`src/rtl/tilt_move_gen_if.sv`:
```
// Accelerometer-sample-in / movement-pulse-out bundle for tilt_move_gen.
interface tilt_move_gen_if;
    logic               enable;
    logic signed [11:0] accel_x;
    logic signed [11:0] accel_y;
    logic               accel_valid;
    logic [3:0]         movement;
    logic [3:0]         tilt_dir;

    modport master (
        output enable, accel_x, accel_y, accel_valid,
        input  movement, tilt_dir
    );

    modport slave (
        input  enable, accel_x, accel_y, accel_valid,
        output movement, tilt_dir
    );
endinterface

```
`src/rtl/tilt_move_gen.sv`:
```
// Turns latched X/Y tilt samples into rate-proportional, gap-limited one-hot
// movement pulses (0001 UP, 0010 DOWN, 0100 LEFT, 1000 RIGHT).
module tilt_move_gen #(
    parameter int unsigned CLK_FREQUENCY_HZ = 100_000_000,
    parameter int unsigned TICK_DIV         = 100_000,
    parameter int unsigned DEADZONE         = 64,
    parameter int unsigned STEP_THRESHOLD   = 4096,
    parameter int unsigned MIN_PULSE_GAP    = 128,
    parameter int unsigned ACC_W            = 16
) (
    input  logic           clk_i,
    input  logic           reset_i,
    tilt_move_gen_if.slave bus
);

    localparam int unsigned TICK_W = (TICK_DIV > 1) ? $clog2(TICK_DIV) : 1;
    localparam int unsigned GAP_W  = $clog2(MIN_PULSE_GAP);
    localparam int unsigned SUM_W  = ACC_W + 1;

    // Elaboration-time guard against parameter sets the datapath cannot hold.
    if (MIN_PULSE_GAP < 2 || TICK_DIV < 1 || ACC_W < 12 || CLK_FREQUENCY_HZ == 0) begin : g_bad_params
        $error("tilt_move_gen: illegal parameter set");
    end

    typedef enum logic {
        S_IDLE = 1'b0,
        S_GAP  = 1'b1
    } state_e;

    state_e            state_q;
    logic [TICK_W-1:0] tick_q;
    logic [GAP_W-1:0]  gap_q;
    logic              pri_q;        // 1 = Y axis wins the next tie
    logic [3:0]        movement_q;
    logic [3:0]        tilt_q;

    logic              tick_wrap_c;
    logic [1:0]        pend_c;       // per-axis pending step, [0]=X [1]=Y
    logic [1:0]        pdir_neg_c;   // per-axis latched step direction is negative
    logic [1:0]        serve_c;      // axis being issued this cycle
    logic [3:0]        tilt_c;

    assign tick_wrap_c = (tick_q == TICK_W'(TICK_DIV - 1));

    // Issue arbitration: a lone pending axis goes, a tie goes to the axis not last served.
    assign serve_c[0] = (state_q == S_IDLE) && bus.enable && pend_c[0] && (!pend_c[1] || !pri_q);
    assign serve_c[1] = (state_q == S_IDLE) && bus.enable && pend_c[1] && (!pend_c[0] ||  pri_q);

    for (genvar a = 0; a < 2; a++) begin : g_axis
        // X drives LEFT/RIGHT (bits 2/3), Y drives UP/DOWN (bits 0/1); low bit = negative tilt.
        localparam int unsigned BASE = (a == 0) ? 2 : 0;

        logic [11:0]      smp_q;
        logic             sgn_have_q;
        logic             sgn_neg_q;
        logic             pend_q;
        logic             pdir_neg_q;
        logic [ACC_W-1:0] acc_q;

        logic [ACC_W-1:0] acc_d;
        logic             pend_d;
        logic             pdir_neg_d;

        logic [11:0]      in_c;
        logic [11:0]      in_mag_c;
        logic             in_active_c;
        logic             flip_c;
        logic [11:0]      mag_c;
        logic [11:0]      excess_c;
        logic [SUM_W-1:0] sum_c;
        logic [ACC_W-1:0] sat_c;

        assign in_c        = (a == 0) ? bus.accel_x : bus.accel_y;
        assign in_mag_c    = in_c[11] ? 12'(-in_c) : in_c;
        assign in_active_c = (in_mag_c > 12'(DEADZONE));
        // A new out-of-deadzone sample pointing the other way discards built-up motion.
        assign flip_c      = bus.accel_valid && in_active_c && sgn_have_q && (in_c[11] != sgn_neg_q);

        assign mag_c    = smp_q[11] ? 12'(-smp_q) : smp_q;
        assign excess_c = (mag_c > 12'(DEADZONE)) ? (mag_c - 12'(DEADZONE)) : 12'd0;
        assign sum_c    = {1'b0, acc_q} + SUM_W'(excess_c);
        assign sat_c    = sum_c[ACC_W] ? {ACC_W{1'b1}} : sum_c[ACC_W-1:0];

        // Accumulator / pending-step next state.
        always_comb begin
            acc_d      = acc_q;
            pend_d     = pend_q;
            pdir_neg_d = pdir_neg_q;
            if (!bus.enable || flip_c) begin
                acc_d  = '0;
                pend_d = 1'b0;
            end else begin
                if (serve_c[a]) begin
                    pend_d = 1'b0;
                end
                if (tick_wrap_c) begin
                    if (excess_c == 12'd0) begin
                        acc_d = '0;
                    end else if ((sat_c >= ACC_W'(STEP_THRESHOLD)) && !pend_q) begin
                        acc_d      = sat_c - ACC_W'(STEP_THRESHOLD);
                        pend_d     = 1'b1;
                        pdir_neg_d = smp_q[11];
                    end else begin
                        acc_d = sat_c;
                    end
                end
            end
        end

        // Sample latch, sign history and accumulator state.
        always_ff @(posedge clk_i or negedge reset_i) begin
            if (!reset_i) begin
                smp_q      <= '0;
                sgn_have_q <= 1'b0;
                sgn_neg_q  <= 1'b0;
                acc_q      <= '0;
                pend_q     <= 1'b0;
                pdir_neg_q <= 1'b0;
            end else begin
                if (bus.accel_valid) begin
                    smp_q <= in_c;
                end
                if (bus.accel_valid && in_active_c) begin
                    sgn_have_q <= 1'b1;
                    sgn_neg_q  <= in_c[11];
                end
                acc_q      <= acc_d;
                pend_q     <= pend_d;
                pdir_neg_q <= pdir_neg_d;
            end
        end

        assign pend_c[a]        = pend_q;
        assign pdir_neg_c[a]    = pdir_neg_q;
        assign tilt_c[BASE]     = (excess_c != 12'd0) &&  smp_q[11];
        assign tilt_c[BASE + 1] = (excess_c != 12'd0) && !smp_q[11];
    end

    // Tick divider, tilt level register and the pulse/gap FSM.
    always_ff @(posedge clk_i or negedge reset_i) begin
        if (!reset_i) begin
            state_q    <= S_IDLE;
            tick_q     <= '0;
            gap_q      <= '0;
            pri_q      <= 1'b0;
            movement_q <= '0;
            tilt_q     <= '0;
        end else begin
            tilt_q     <= tilt_c;
            tick_q     <= tick_wrap_c ? '0 : (tick_q + TICK_W'(1));
            movement_q <= '0;
            if (!bus.enable) begin
                state_q <= S_IDLE;
                gap_q   <= '0;
                pri_q   <= 1'b0;
            end else begin
                case (state_q)
                    S_IDLE: begin
                        if (serve_c[0] || serve_c[1]) begin
                            if (serve_c[0]) begin
                                movement_q <= pdir_neg_c[0] ? 4'b0100 : 4'b1000;
                            end else begin
                                movement_q <= pdir_neg_c[1] ? 4'b0001 : 4'b0010;
                            end
                            pri_q   <= serve_c[0];
                            gap_q   <= GAP_W'(MIN_PULSE_GAP - 1);
                            state_q <= S_GAP;
                        end
                    end
                    S_GAP: begin
                        // Leaving on the 1->0 step lets IDLE fire exactly MIN_PULSE_GAP clocks later.
                        if (gap_q <= GAP_W'(1)) begin
                            gap_q   <= '0;
                            state_q <= S_IDLE;
                        end else begin
                            gap_q <= gap_q - GAP_W'(1);
                        end
                    end
                    default: state_q <= S_IDLE;
                endcase
            end
        end
    end

    assign bus.movement = movement_q;
    assign bus.tilt_dir = tilt_q;

endmodule
```
`src/flat_wrapper.sv`:
```
// flat-port wrapper written by rule: the top's interface ports become plain ports
module tilt_move_gen_flat 
#(
    parameter int unsigned CLK_FREQUENCY_HZ = 100_000_000,
    parameter int unsigned TICK_DIV         = 100_000,
    parameter int unsigned DEADZONE         = 64,
    parameter int unsigned STEP_THRESHOLD   = 4096,
    parameter int unsigned MIN_PULSE_GAP    = 128,
    parameter int unsigned ACC_W            = 16
)
  (clk_i, reset_i, bus_enable, bus_accel_x, bus_accel_y, bus_accel_valid, bus_movement, bus_tilt_dir);
  tilt_move_gen_if bus_i ();
  input  logic clk_i;
  input  logic reset_i;
  input wire logic [$bits(bus_i.enable)-1:0] bus_enable;
  input wire logic [$bits(bus_i.accel_x)-1:0] bus_accel_x;
  input wire logic [$bits(bus_i.accel_y)-1:0] bus_accel_y;
  input wire logic [$bits(bus_i.accel_valid)-1:0] bus_accel_valid;
  output wire logic [$bits(bus_i.movement)-1:0] bus_movement;
  output wire logic [$bits(bus_i.tilt_dir)-1:0] bus_tilt_dir;
  assign bus_i.enable = bus_enable;
  assign bus_i.accel_x = bus_accel_x;
  assign bus_i.accel_y = bus_accel_y;
  assign bus_i.accel_valid = bus_accel_valid;
  assign bus_movement = bus_i.movement;
  assign bus_tilt_dir = bus_i.tilt_dir;
  tilt_move_gen #(.CLK_FREQUENCY_HZ(CLK_FREQUENCY_HZ), .TICK_DIV(TICK_DIV), .DEADZONE(DEADZONE), .STEP_THRESHOLD(STEP_THRESHOLD), .MIN_PULSE_GAP(MIN_PULSE_GAP), .ACC_W(ACC_W)) u_core (.clk_i(clk_i), .reset_i(reset_i), .bus(bus_i));
endmodule
```
`config.mk`:
```
export PLATFORM = sky130hd
export DESIGN_NAME = tilt_move_gen_flat
export DESIGN_NICKNAME = d
export VERILOG_FILES = /design/src/rtl/tilt_move_gen_if.sv /design/src/rtl/tilt_move_gen.sv /design/src/flat_wrapper.sv
export SDC_FILE = /design/constraint.sdc
export NUM_CORES = 1
export LEC_CHECK = 0
export ABC_AREA = 1
export BUFFER_PORTS_ARGS = -buffer_cell sky130_fd_sc_hd__buf_2
export CAP_MARGIN = 20
export CORE_AREA = 4 4 166 88
export CTS_CLUSTER_DIAMETER = 80
export CTS_CLUSTER_SIZE = 20
export DETAILED_ROUTE_END_ITERATION = 10
export DIE_AREA = 0 0 170 92
export GPL_ROUTABILITY_DRIVEN = 0
export MAX_ROUTING_LAYER = met4
export PLACE_DENSITY_LB_ADDON = 0.25
export SLEW_MARGIN = 15
export SYNTH_ARGS = -nofsm -noshare
export SYNTH_HDL_FRONTEND = slang
export SYNTH_SLANG_ARGS = --single-unit
```
`constraint.sdc`:
```
create_clock -name clk_i -period 9.9 [get_ports clk_i]
set_input_delay 0.495 -clock clk_i [delete_from_list [all_inputs] [get_ports clk_i]]
set_output_delay 0.495 -clock clk_i [all_outputs]
set_load 0.03 [all_outputs]
```
==> flow_summary_export.csv, run 1 <==
group,metric,value,unit
clock_network,worst_skew_pair.late_latency,0.36,ns
clock_network,cts_buffers,9,
final_layout,nets,1293,
grt,grt_max_degree,74,
route,first_iter_violations,953,
timing,tightest_slew,0.912,ns
route,vias_per_cell,5.44,
floorplan,io_pins,36,
clock_network,cts.sinks,98,
final_layout,utilization,63.4,%
pwr,p_leak,0.00475,uW
timing,tns,0,ns
clock_network,postCtsHoldBufs,0,
timing,timing.final.crit_share,57.6,%
logic_synthesis,ys_ff_latch,98,
logic_synthesis,asyncSetResetFlopFracSynth,100,%
timing,relSlewSlack,39.2,%
clock_network,cts-root-buf,"clkbuf_16",
grt,grt_antenna_before_repair,0,
clock_network,cts_resized,0,
logic_synthesis,netlist.area_leader.share,31.6,%
setup_path,critPathLaunchType,"register",
clock_network,htreeDepth,3,
placement,dp_hpwl,16.2,mm
grt,grt_overflow,0,
floorplan,start_util,58.9,%
logic_synthesis,yosys_warnings,0,
floorplan,dieArea,15600,um^2
clock_network,clk_path_buf_depth,2,
final_layout,antenna_cells,0,
grt,grt_usage,27.7,%
final_layout,drive_gt1_share,8.84,%
logic_synthesis,ys_types,45,
status,status,"complete, no violations",
timing,drv_slew,0,
timing,max_freq,175,MHz
timing,finClkSkew,0.0160,ns
timing,rsz0062_at_grt,"no",
logic_synthesis,ys_top_cells_by_count,"nand2_1, inv_1, nor2_1, dfrtp_1, nand3_1",
logic_synthesis,yosysSeqAreaShare,31.6,%
route,post_drt_wl_per_cell,14.5,um
floorplan,coreArea,13200,um^2
logic_synthesis,synth_nets,1263,
worst_hold_path,hold_class,"in -> async",
logic_synthesis,synth_edf_count,0,
clock_network,cts_tree,"done",
placement,io_buffers,35,
logic_synthesis,synth_area_leaders,"dfrtp_1, nand2_1, inv_1, nor2_1, nand3_1",
clock_network,clkTransAtPathRegs,0.08,ns
pwr,p_per_area,173,nW/um^2
grt,grt_pass1_wl,34.1,mm
route,via_count,7662,
final_layout,final_cell_area,8350,um^2
setup_path,crit_type,"reg -> reg",
floorplan,core.rowCount,30,
setup_path,cp_max_fo,12,
setup_path,regToRegStartpoint,"u_core.g_axis[0].smp_q[1]$_DFFE_PN0P_",
setup_path,crit_slowest_cell,"nor3_1",
clock_network,post-cts-setup-buffer-count,0,
setup_path,cp.arrival,5.99,ns
setup_path,crit_required,10.19,ns
logic_synthesis,avgSynthCellArea,6.47,um^2
timing,setup_viol,0,
floorplan,die_h,92,um
final_layout,fillers,1167,
logic_synthesis,synth_most_common_cell,"nand2_1",
logic_synthesis,ys.flop_type,"dfrtp_1",
route,drc_errors,0,
route,wirelength,20.4,mm
setup_path,slowest_delay,0.58,ns
logic_synthesis,syn_inst,1198,
route,postRouteAntennaNets,0,
placement,placed_cell_area,8050,um^2
grt,grt_pass1_vias,6735,
logic_synthesis,yosysTopAreaCell,"dfrtp_1",
final_layout,areaGrowthSynthToFinish,7.69,%
setup_path,end_kind,"register",
floorplan,die_w,170,um
setup_path,startpoint,"u_core.g_axis[0].smp_q[1]$_DFFE_PN0P_",
timing,min_period,5.70,ns
timing,finalHoldViolCount,0,
pwr,vdd_drop_max,0.0000846,V
logic_synthesis,synth_area,7760,um^2
route,firstDrtPassIters,6,
run,cap_violations,0,
-- layout make-up --
type	instances	area, um^2	share of cell area [%]
Clock inverter	6	60.1	0.719
Clock buffer	10	239	2.86
Sequential cell	98	2450	29.4
Inverter	210	788	9.44
Multi-Input combinational cell	872	4400	52.7
Timing Repair Buffer	37	193	2.31
Tap cell	176	220	2.64
-- critical path: cells and delay by family (launching register included) --
kind            cells  cell delay, ns
xor+xnor            1            0.38
flops               1            0.36
compound gates      2            0.39
buf+inv             7            0.76
simple gates       21            2.60
fa+ha+maj           4            1.09
-- sequential cells by signal, summed over array words and instances (netlist names), 2 cells and up --
signal	cells
u_core.bus.movement	4
u_core.gap_q	7
u_core.bus.tilt_dir	4
u_core.g_axis.acc_q	32
u_core.tick_q	17
u_core.g_axis.sgn_have_q	2
u_core.g_axis.smp_q	24
u_core.g_axis.pdir_neg_q	2
u_core.g_axis.pend_q	2
u_core.g_axis.sgn_neg_q	2
-- cell usage in the layout (no fill, tap or decap), types with 2 or more instances in the layout --
cell type	n
nor2_4	4
ha_1	35
a31oi_1	2
buf_2	34
nor4_1	6
nand4_1	24
xnor2_1	3
o21ai_2	3
inv_6	2
nand3_2	17
xor2_1	13
nor2_1	123
clkbuf_16	9
buf_4	3
o21bai_1	2
fa_1	2
nor3_1	11
nand2_2	16
o31a_1	2
o21ai_0	71
a21oi_1	36
nand3_1	89
o21ai_1	8
nand2_1	374
inv_1	202
o2111ai_1	3
nand3b_1	7
nor2_2	3
clkinv_4	3
dfrtp_1	98
inv_2	7
o221ai_1	5
-- where the power goes --
part,internal (uW),switching [uW]
registers,436,31.8
logic,199,426
clock network,183,171
-- cells by family (layout without fill, tap and decap cells) --
group,count (synthesis),count (layout),synth area share [%]
AND/OR/NAND/NOR,682,682,38.9
buffers and inverters,228,263,11.7
AO/OA/AOI/OAI,137,137,9.79
flip-flops,98,98,31.6
adder cells (fa/ha/maj),37,37,6.16
XOR/XNOR,16,16,1.81
-- path summary, 6_finish.rpt --
kind	slack (ns)	cells past startpoint	endpoint
setup / recovery	4.20	35	u_core.g_axis[0].acc_q[15]$_DFFE_PN0P_
hold / removal	0.05	1	u_core.g_axis[0].sgn_have_q$_DFFE_PN0P_
setup reg to reg	4.20	35	u_core.g_axis[0].acc_q[15]$_DFFE_PN0P_
hold reg to reg	0.46	2	u_core.g_axis[0].sgn_have_q$_DFFE_PN0P_
max in group asynchronous	8.60	2	u_core.tick_q[10]$_DFF_PN0_
min in group clk_i	0.36	3	u_core.g_axis[1].smp_q[5]$_DFFE_PN0P_
-- metrics by stage --
step	cells	worst slack [ns]	hold WS (ns)	power, uW
2_1_floorplan	1198	5.51	0.199	926
3_3_place_gp	1393	4.50	0.434	1080
3_5_place_dp	1393	4.44	0.435	1080
4_1_cts	1409	4.38	0.0533	1430
5_1_grt	1409	3.60	0.0630	1560
6_report	1409	4.20	0.0458	1450
-- per-layer routing --
metal,wire (um),vias up,track usage [%]
met3,2340,16,8.18
met4,131,0,3.19
met2,7130,371,32.6
met1,10800,3415,45.9
li1,-,3860,-
met5,0,-,-
Note: power is estimated with default switching activity, not from simulation.
==> inputs of run 2 (changes only) <==
- ABC_AREA: 1 -> 0
- CORE_AREA: 4 4 166 88 -> 4 4 164 87
- DIE_AREA: 0 0 170 92 -> 0 0 168 91
- clock period: 9.9 -> 5.5 ns (I/O delays scaled with it)
==> flow_summary_export.csv, run 2 <==
group,metric,value,unit
logic_synthesis,synth_nets,948,
pwr,p_per_area,229,nW/um^2
status,violations,"negative setup slack",
final_layout,largest_register_ffs,32,
route,postRouteAntennaNets,0,
timing,timing.final.crit_share,104,%
floorplan,start_util,60.0,%
final_layout,final_cell_area,9450,um^2
clock_network,cts_buffers,9,
final_layout,multi_input_area,5250,um^2
setup_path,cp.arrival,6.00,ns
timing,finClkSkew,0.00884,ns
timing,finalHoldViolCount,0,
timing,fin_ws,-0.226,ns
route,vias_per_cell,6.29,
grt,grt_usage,26.9,%
clock_network,htreeDepth,3,
timing,relSlewSlack,29.4,%
setup_path,regToRegEndpoint,"u_core.g_axis[1].acc_q[13]$_DFFE_PN0P_",
floorplan,core.rowCount,29,
timing,setup_viol,6,
timing,max_freq,175,MHz
clock_network,cts.sinks,98,
final_layout,utilization,75.0,%
pwr,p_switching,708,uW
pwr,p_total,2170,uW
setup_path,crit_end,"u_core.g_axis[1].acc_q[13]$_DFFE_PN0P_",
placement,placed_cell_area,8470,um^2
pwr,clock_power_share,32.1,%
logic_synthesis,ys_ff_latch,98,
clock_network,clk_path_buf_depth,2,
grt,grt_pass1_vias,6959,
floorplan,coreArea,12600,um^2
placement,dp_hpwl,14.7,mm
route,via_count,7388,
logic_synthesis,ys_types,95,
final_layout,fillers,849,
clock_network,cts_tree,"done",
clock_network,worst_skew_pair.late_latency,0.34,ns
placement,io_buffers,35,
grt,grt_overflow,0,
final_layout,antenna_cells,0,
setup_path,end_kind,"register",
floorplan,die_w,168,um
logic_synthesis,yosys_warnings,0,
logic_synthesis,synth_edf_count,0,
setup_path,r2r_slack,-0.23,ns
logic_synthesis,syn_inst,883,
final_layout,regArea,2450,um^2
pwr,combPwrFrac,32.5,%
setup_path,reg2reg_depth,25,
logic_synthesis,avgSynthCellArea,8.56,um^2
final_layout,nets,1066,
pwr,p_seq_share,35.5,%
setup_path,cp_max_fo,4,
final_layout,areaGrowthSynthToFinish,25.0,%
timing,tightest_slew,1.06,ns
route,firstDrtPassIters,5,
setup_path,crit_type,"reg -> reg",
setup_path,regToRegStartpoint,"u_core.g_axis[1].smp_q[3]$_DFFE_PN0P_",
route,wirelength,21.1,mm
grt,grt_pass1_wl,33.7,mm
grt,grt_antenna_before_repair,0,
timing,min_period,5.73,ns
run,cap_violations,0,
route,first_iter_violations,711,
clock_network,clkTransAtPathRegs,0.07,ns
logic_synthesis,synth_most_common_cell,"dfrtp_1",
clock_network,cts-root-buf,"clkbuf_16",
logic_synthesis,ys.flop_type,"dfrtp_1",
pwr,vdd_drop_max,0.000139,V
final_layout,drive_gt1_share,29.0,%
logic_synthesis,asyncSetResetFlopFracSynth,100,%
worst_hold_path,hold_class,"in -> reg",
floorplan,io_pins,36,
floorplan,die_h,91,um
status,status,"finished, violations left",
logic_synthesis,synth_area,7560,um^2
timing,tns,-1.21,ns
logic_synthesis,yosysTopAreaCell,"dfrtp_1",
pwr,sw_frac_of_total,32.7,%
logic_synthesis,synth_area_leaders,"dfrtp_1, ha_1, nand2_1, o21ai_0, nor2_1",
final_layout,mostFrequentLayoutCell,"buf_4",
timing,rsz0062_at_grt,"yes",
final_layout,reg_top3,"u_core.g_axis.acc_q (32), u_core.g_axis.smp_q (24), u_core.tick_q (17)",
logic_synthesis,netlist.area_leader.share,32.4,%
setup_path,crit_required,5.77,ns
logic_synthesis,ys_top_cells_by_count,"dfrtp_1, nand2_1, nor2_1, o21ai_0, inv_1",
route,post_drt_wl_per_cell,18.0,um
setup_path,startpoint,"u_core.g_axis[1].smp_q[3]$_DFFE_PN0P_",
final_layout,top_register,"u_core.g_axis.acc_q",
grt,grt_max_degree,80,
logic_synthesis,yosysSeqAreaShare,32.4,%
route,drc_errors,0,
final_layout,final_cell_mix,"buf_4, dfrtp_1, nand2_1",
setup_path,critPathLaunchType,"register",
floorplan,dieArea,15300,um^2
pwr,p_leak,0.00413,uW
pwr,p_int,1460,uW
timing,drv_slew,0,
run 2: cell type report:
class	instances	area share, %
multi-input cells	699	55.6
well taps	170	2.25
inverters	49	1.95
repair buffers	144	10.9
flip-flops and latches	98	26.0
clock buffers	11	2.57
clock inverters	4	0.808
run 2: timing repair:
item / in CTS / in global routing
hold buffers: 1 / 0
gates resized for setup: 10 / 83
setup endpoints to repair: 7 / 12
pin swaps: 7 / 53
buffers inserted: 6 / 21
hold endpoints to repair: 19 / 0
run 2: power by group through the flow:
stage | sequential, uW | clock [uW] | combinational [uW]
finish | 768 | 694 | 703
global route | 771 | 736 | 761
CTS | 765 | 704 | 620
detailed placement | 779 | 0 | 609
global placement | 778 | 0 | 599
floorplan | 779 | 0 | 393
run 2: worst min path at each step:
stage	end	slack [ns]	startpoint	cells after the start
finish	u_core.g_axis[0].smp_q[1]$_DFFE_PN0P_	0.18	bus_accel_x[1]	3
global route	u_core.g_axis[0].smp_q[1]$_DFFE_PN0P_	0.17	bus_accel_x[1]	3
CTS	u_core.g_axis[0].smp_q[9]$_DFFE_PN0P_	0.17	bus_accel_x[9]	3
detailed placement	u_core.g_axis[1].smp_q[3]$_DFFE_PN0P_	0.18	reset_i	1
global placement	u_core.g_axis[1].smp_q[4]$_DFFE_PN0P_	0.17	reset_i	1
floorplan	u_core.bus.movement[0]$_DFF_PN0_	-0.02	reset_i	0
run 2: critical path, stage by stage (launching register included):
cell and delay, ns:
dfrtp_1 0.38, or3_4 0.43, o31ai_4 0.27, xor2_2 0.19, ha_2 0.21, nand2_2 0.05, o311a_1 0.39, o21bai_4 0.21
nor3_4 0.26, buf_4 0.16, nor2_2 0.03, ha_1 0.29, or2_4 0.25, o2111a_2 0.19, o21a_4 0.24, o41ai_4 0.36
mux2i_2 0.28, ha_2 0.21, nand4b_1 0.12, nor3_2 0.24, buf_4 0.14, buf_4 0.09, nand4_1 0.11, nor4b_2 0.27
a211o_1 0.14, a32o_1 0.16
run 2: per-layer routing:
layer  global-route usage (%)  routed length [um]  vias up
li1                         -                   -     3498
met1                     35.6                9360     3540
met2                     43.7               10200      283
met3                     4.16                1000       67
met4                     7.16                 565        0
met5                        -                   0        -
run 2: stage by stage:
stage | worst slack [ns] | std cells | hold slack, ns
3_3_place_gp | 0.128 | 1132 | 0.173
4_1_cts | 0.0116 | 1154 | 0.172
5_1_grt | -0.515 | 1175 | 0.169
3_5_place_dp | -0.194 | 1132 | 0.176
6_report | -0.226 | 1175 | 0.178
2_1_floorplan | -0.0343 | 883 | -0.0206
run 2: kinds of logic after synthesis:
family | count (synthesis) | share of synthesized area (%)
buffers and inverters | 86 | 4.75
multiplexers | 24 | 3.44
XOR/XNOR | 50 | 5.79
AO/OA/AOI/OAI | 257 | 24.5
flip-flops | 98 | 32.4
adder cells (fa/ha/maj) | 37 | 6.32
AND/OR/NAND/NOR | 331 | 22.7
==> inputs of run 3 (changes only) <==
==> constraint.sdc (replaced) <==
create_clock -name clk_i -period 5.5 [get_ports clk_i]
set_input_delay 0.55 -clock clk_i [delete_from_list [all_inputs] [get_ports clk_i]]
set_output_delay 0.55 -clock clk_i [all_outputs]
set_load 0.03 [all_outputs]
==> flow_summary_export.csv, run 3 (same netlist as run 2, synthesis figures left out) <==
group,metric,value,unit
timing,finalHoldViolCount,0,
setup_path,crit_type,"reg -> reg",
clock_network,cts_tree,"done",
timing,relSlewSlack,30.1,%
clock_network,clkTransAtPathRegs,0.07,ns
pwr,vdd_drop_max,0.000140,V
floorplan,die_w,168,um
run,cap_violations,0,
clock_network,worst_skew_pair.late_latency,0.35,ns
pwr,p_per_area,230,nW/um^2
timing,timing.final.crit_share,104,%
pwr,p_leak,0.00413,uW
final_layout,fillers,852,
route,post_drt_wl_per_cell,18.0,um
timing,drv_slew,0,
clock_network,postCtsHoldBufs,0,
grt,grt_max_degree,80,
floorplan,core.rowCount,29,
setup_path,crit_family,"compound AO/OA/AOI/OAI gates",
setup_path,slowest_delay,0.43,ns
final_layout,final_cell_area,9440,um^2
status,violations,"negative setup slack",
timing,fin_ws,-0.216,ns
route,firstDrtPassIters,6,
floorplan,dieArea,15300,um^2
final_layout,mostFrequentLayoutCell,"buf_4",
setup_path,cp.arrival,5.99,ns
clock_network,cts-root-buf,"clkbuf_16",
grt,grt_antenna_before_repair,0,
clock_network,cts_buffers,9,
floorplan,coreArea,12600,um^2
placement,io_buffers,35,
timing,max_freq,175,MHz
timing,finClkSkew,0.00765,ns
route,vias_per_cell,6.31,
final_layout,antenna_cells,0,
timing,tightest_slew,1.04,ns
route,first_iter_violations,755,
grt,grt_pass1_wl,33.7,mm
final_layout,areaGrowthSynthToFinish,24.8,%
final_layout,reg_top3,"u_core.g_axis.acc_q (32), u_core.g_axis.smp_q (24), u_core.tick_q (17)",
timing,setup_viol,6,
setup_path,critPathLaunchType,"register",
floorplan,io_pins,36,
final_layout,utilization,75.0,%
clock_network,clk_path_buf_depth,2,
grt,grt_pass1_vias,6955,
status,status,"finished, violations left",
final_layout,drive_gt1_share,29.0,%
setup_path,crit_slowest_cell,"or3_4",
grt,grt_usage,26.9,%
final_layout,top_register,"u_core.g_axis.acc_q",
route,drc_errors,0,
floorplan,start_util,60.0,%
placement,dp_hpwl,14.7,mm
route,via_count,7412,
final_layout,largest_register_ffs,32,
clock_network,htreeDepth,3,
final_layout,nets,1065,
placement,placed_cell_area,8470,um^2
route,postRouteAntennaNets,0,
clock_network,cts.sinks,98,
setup_path,crit_buf_inv,3,
timing,min_period,5.72,ns
setup_path,cp_max_fo,4,
route,wirelength,21.2,mm
setup_path,end_kind,"register",
worst_hold_path,hold_class,"in -> async",
final_layout,final_cell_mix,"buf_4, dfrtp_1, nand2_1",
setup_path,crit_top_cell,"buf_4",
floorplan,die_h,91,um
setup_path,crit_required,5.78,ns
timing,rsz0062_at_grt,"yes",
grt,grt_overflow,0,
[run 3: changes by cell type in the layout (fill, tap and decap cells not counted), sizes merged]
cell         before  now
dlygate4sd3       1    0
[run 3: cell type report]
class	instances	area [um^2]	area share [%]
clock inverter	4	76.3	0.809
timing repair buffer	143	1020	10.8
sequential	98	2450	26.0
multi-input combinational	699	5250	55.7
tap	170	213	2.25
inverter	49	184	1.95
clock buffer	11	243	2.57
[run 3: worst paths after layout]
path	slack (ns)	depth (start not counted)	endpoint	from
min in group clk_i	0.43	1	u_core.bus.movement[1]$_DFF_PN0_	u_core.g_axis[1].pdir_neg_q$_DFFE_PN0P_
setup reg to reg	-0.22	25	u_core.g_axis[1].acc_q[13]$_DFFE_PN0P_	u_core.g_axis[1].smp_q[3]$_DFFE_PN0P_
max in group asynchronous	4.47	3	u_core.g_axis[0].acc_q[2]$_DFFE_PN0P_	reset_i
hold reg to reg	0.43	1	u_core.bus.movement[1]$_DFF_PN0_	u_core.g_axis[1].pdir_neg_q$_DFFE_PN0P_
setup / recovery	-0.22	25	u_core.g_axis[1].acc_q[13]$_DFFE_PN0P_	u_core.g_axis[1].smp_q[3]$_DFFE_PN0P_
hold / removal	0.08	1	u_core.g_axis[1].acc_q[0]$_DFFE_PN0P_	reset_i
[run 3: what timing repair did]
| action | 4_1_cts | 5_1_grt |
|---|---|---|
| pin swaps | 7 | 53 |
| buffers inserted | 6 | 21 |
| setup endpoints to repair | 7 | 12 |
| gates resized for setup | 10 | 83 |
[run 3: where the power goes]
group / switching [uW] / internal (uW) / total (uW)
combinational: 397 / 305 / 702
sequential: 26.0 / 741 / 768
clock: 287 / 410 / 697
total: 710 / 1460 / 2170
[run 3: metrics by stage]
| step | instances | hold WS (ns) | setup TNS (ns) | power [uW] | setup slack, ns |
|---|---|---|---|---|---|
| detailed placement | 1132 | 0.418 | -0.773 | 1390 | -0.194 |
| finish | 1174 | 0.0784 | -1.06 | 2170 | -0.216 |
| global placement | 1132 | 0.427 | 0 | 1380 | 0.128 |
| CTS | 1153 | 0.0845 | 0 | 2090 | 0.0116 |
| floorplan | 883 | 0.254 | -0.0343 | 1170 | -0.0343 |
| global route | 1174 | 0.0925 | -3.49 | 2270 | -0.503 |
[run 3: layer usage]
layer | wire length, um | up-vias | global-route usage (%)
li1 | - | 3489 | -
met1 | 9300 | 3575 | 35.6
met2 | 10300 | 287 | 43.7
met3 | 1080 | 61 | 4.16
met4 | 531 | 0 | 7.16
met5 | 0 | - | -
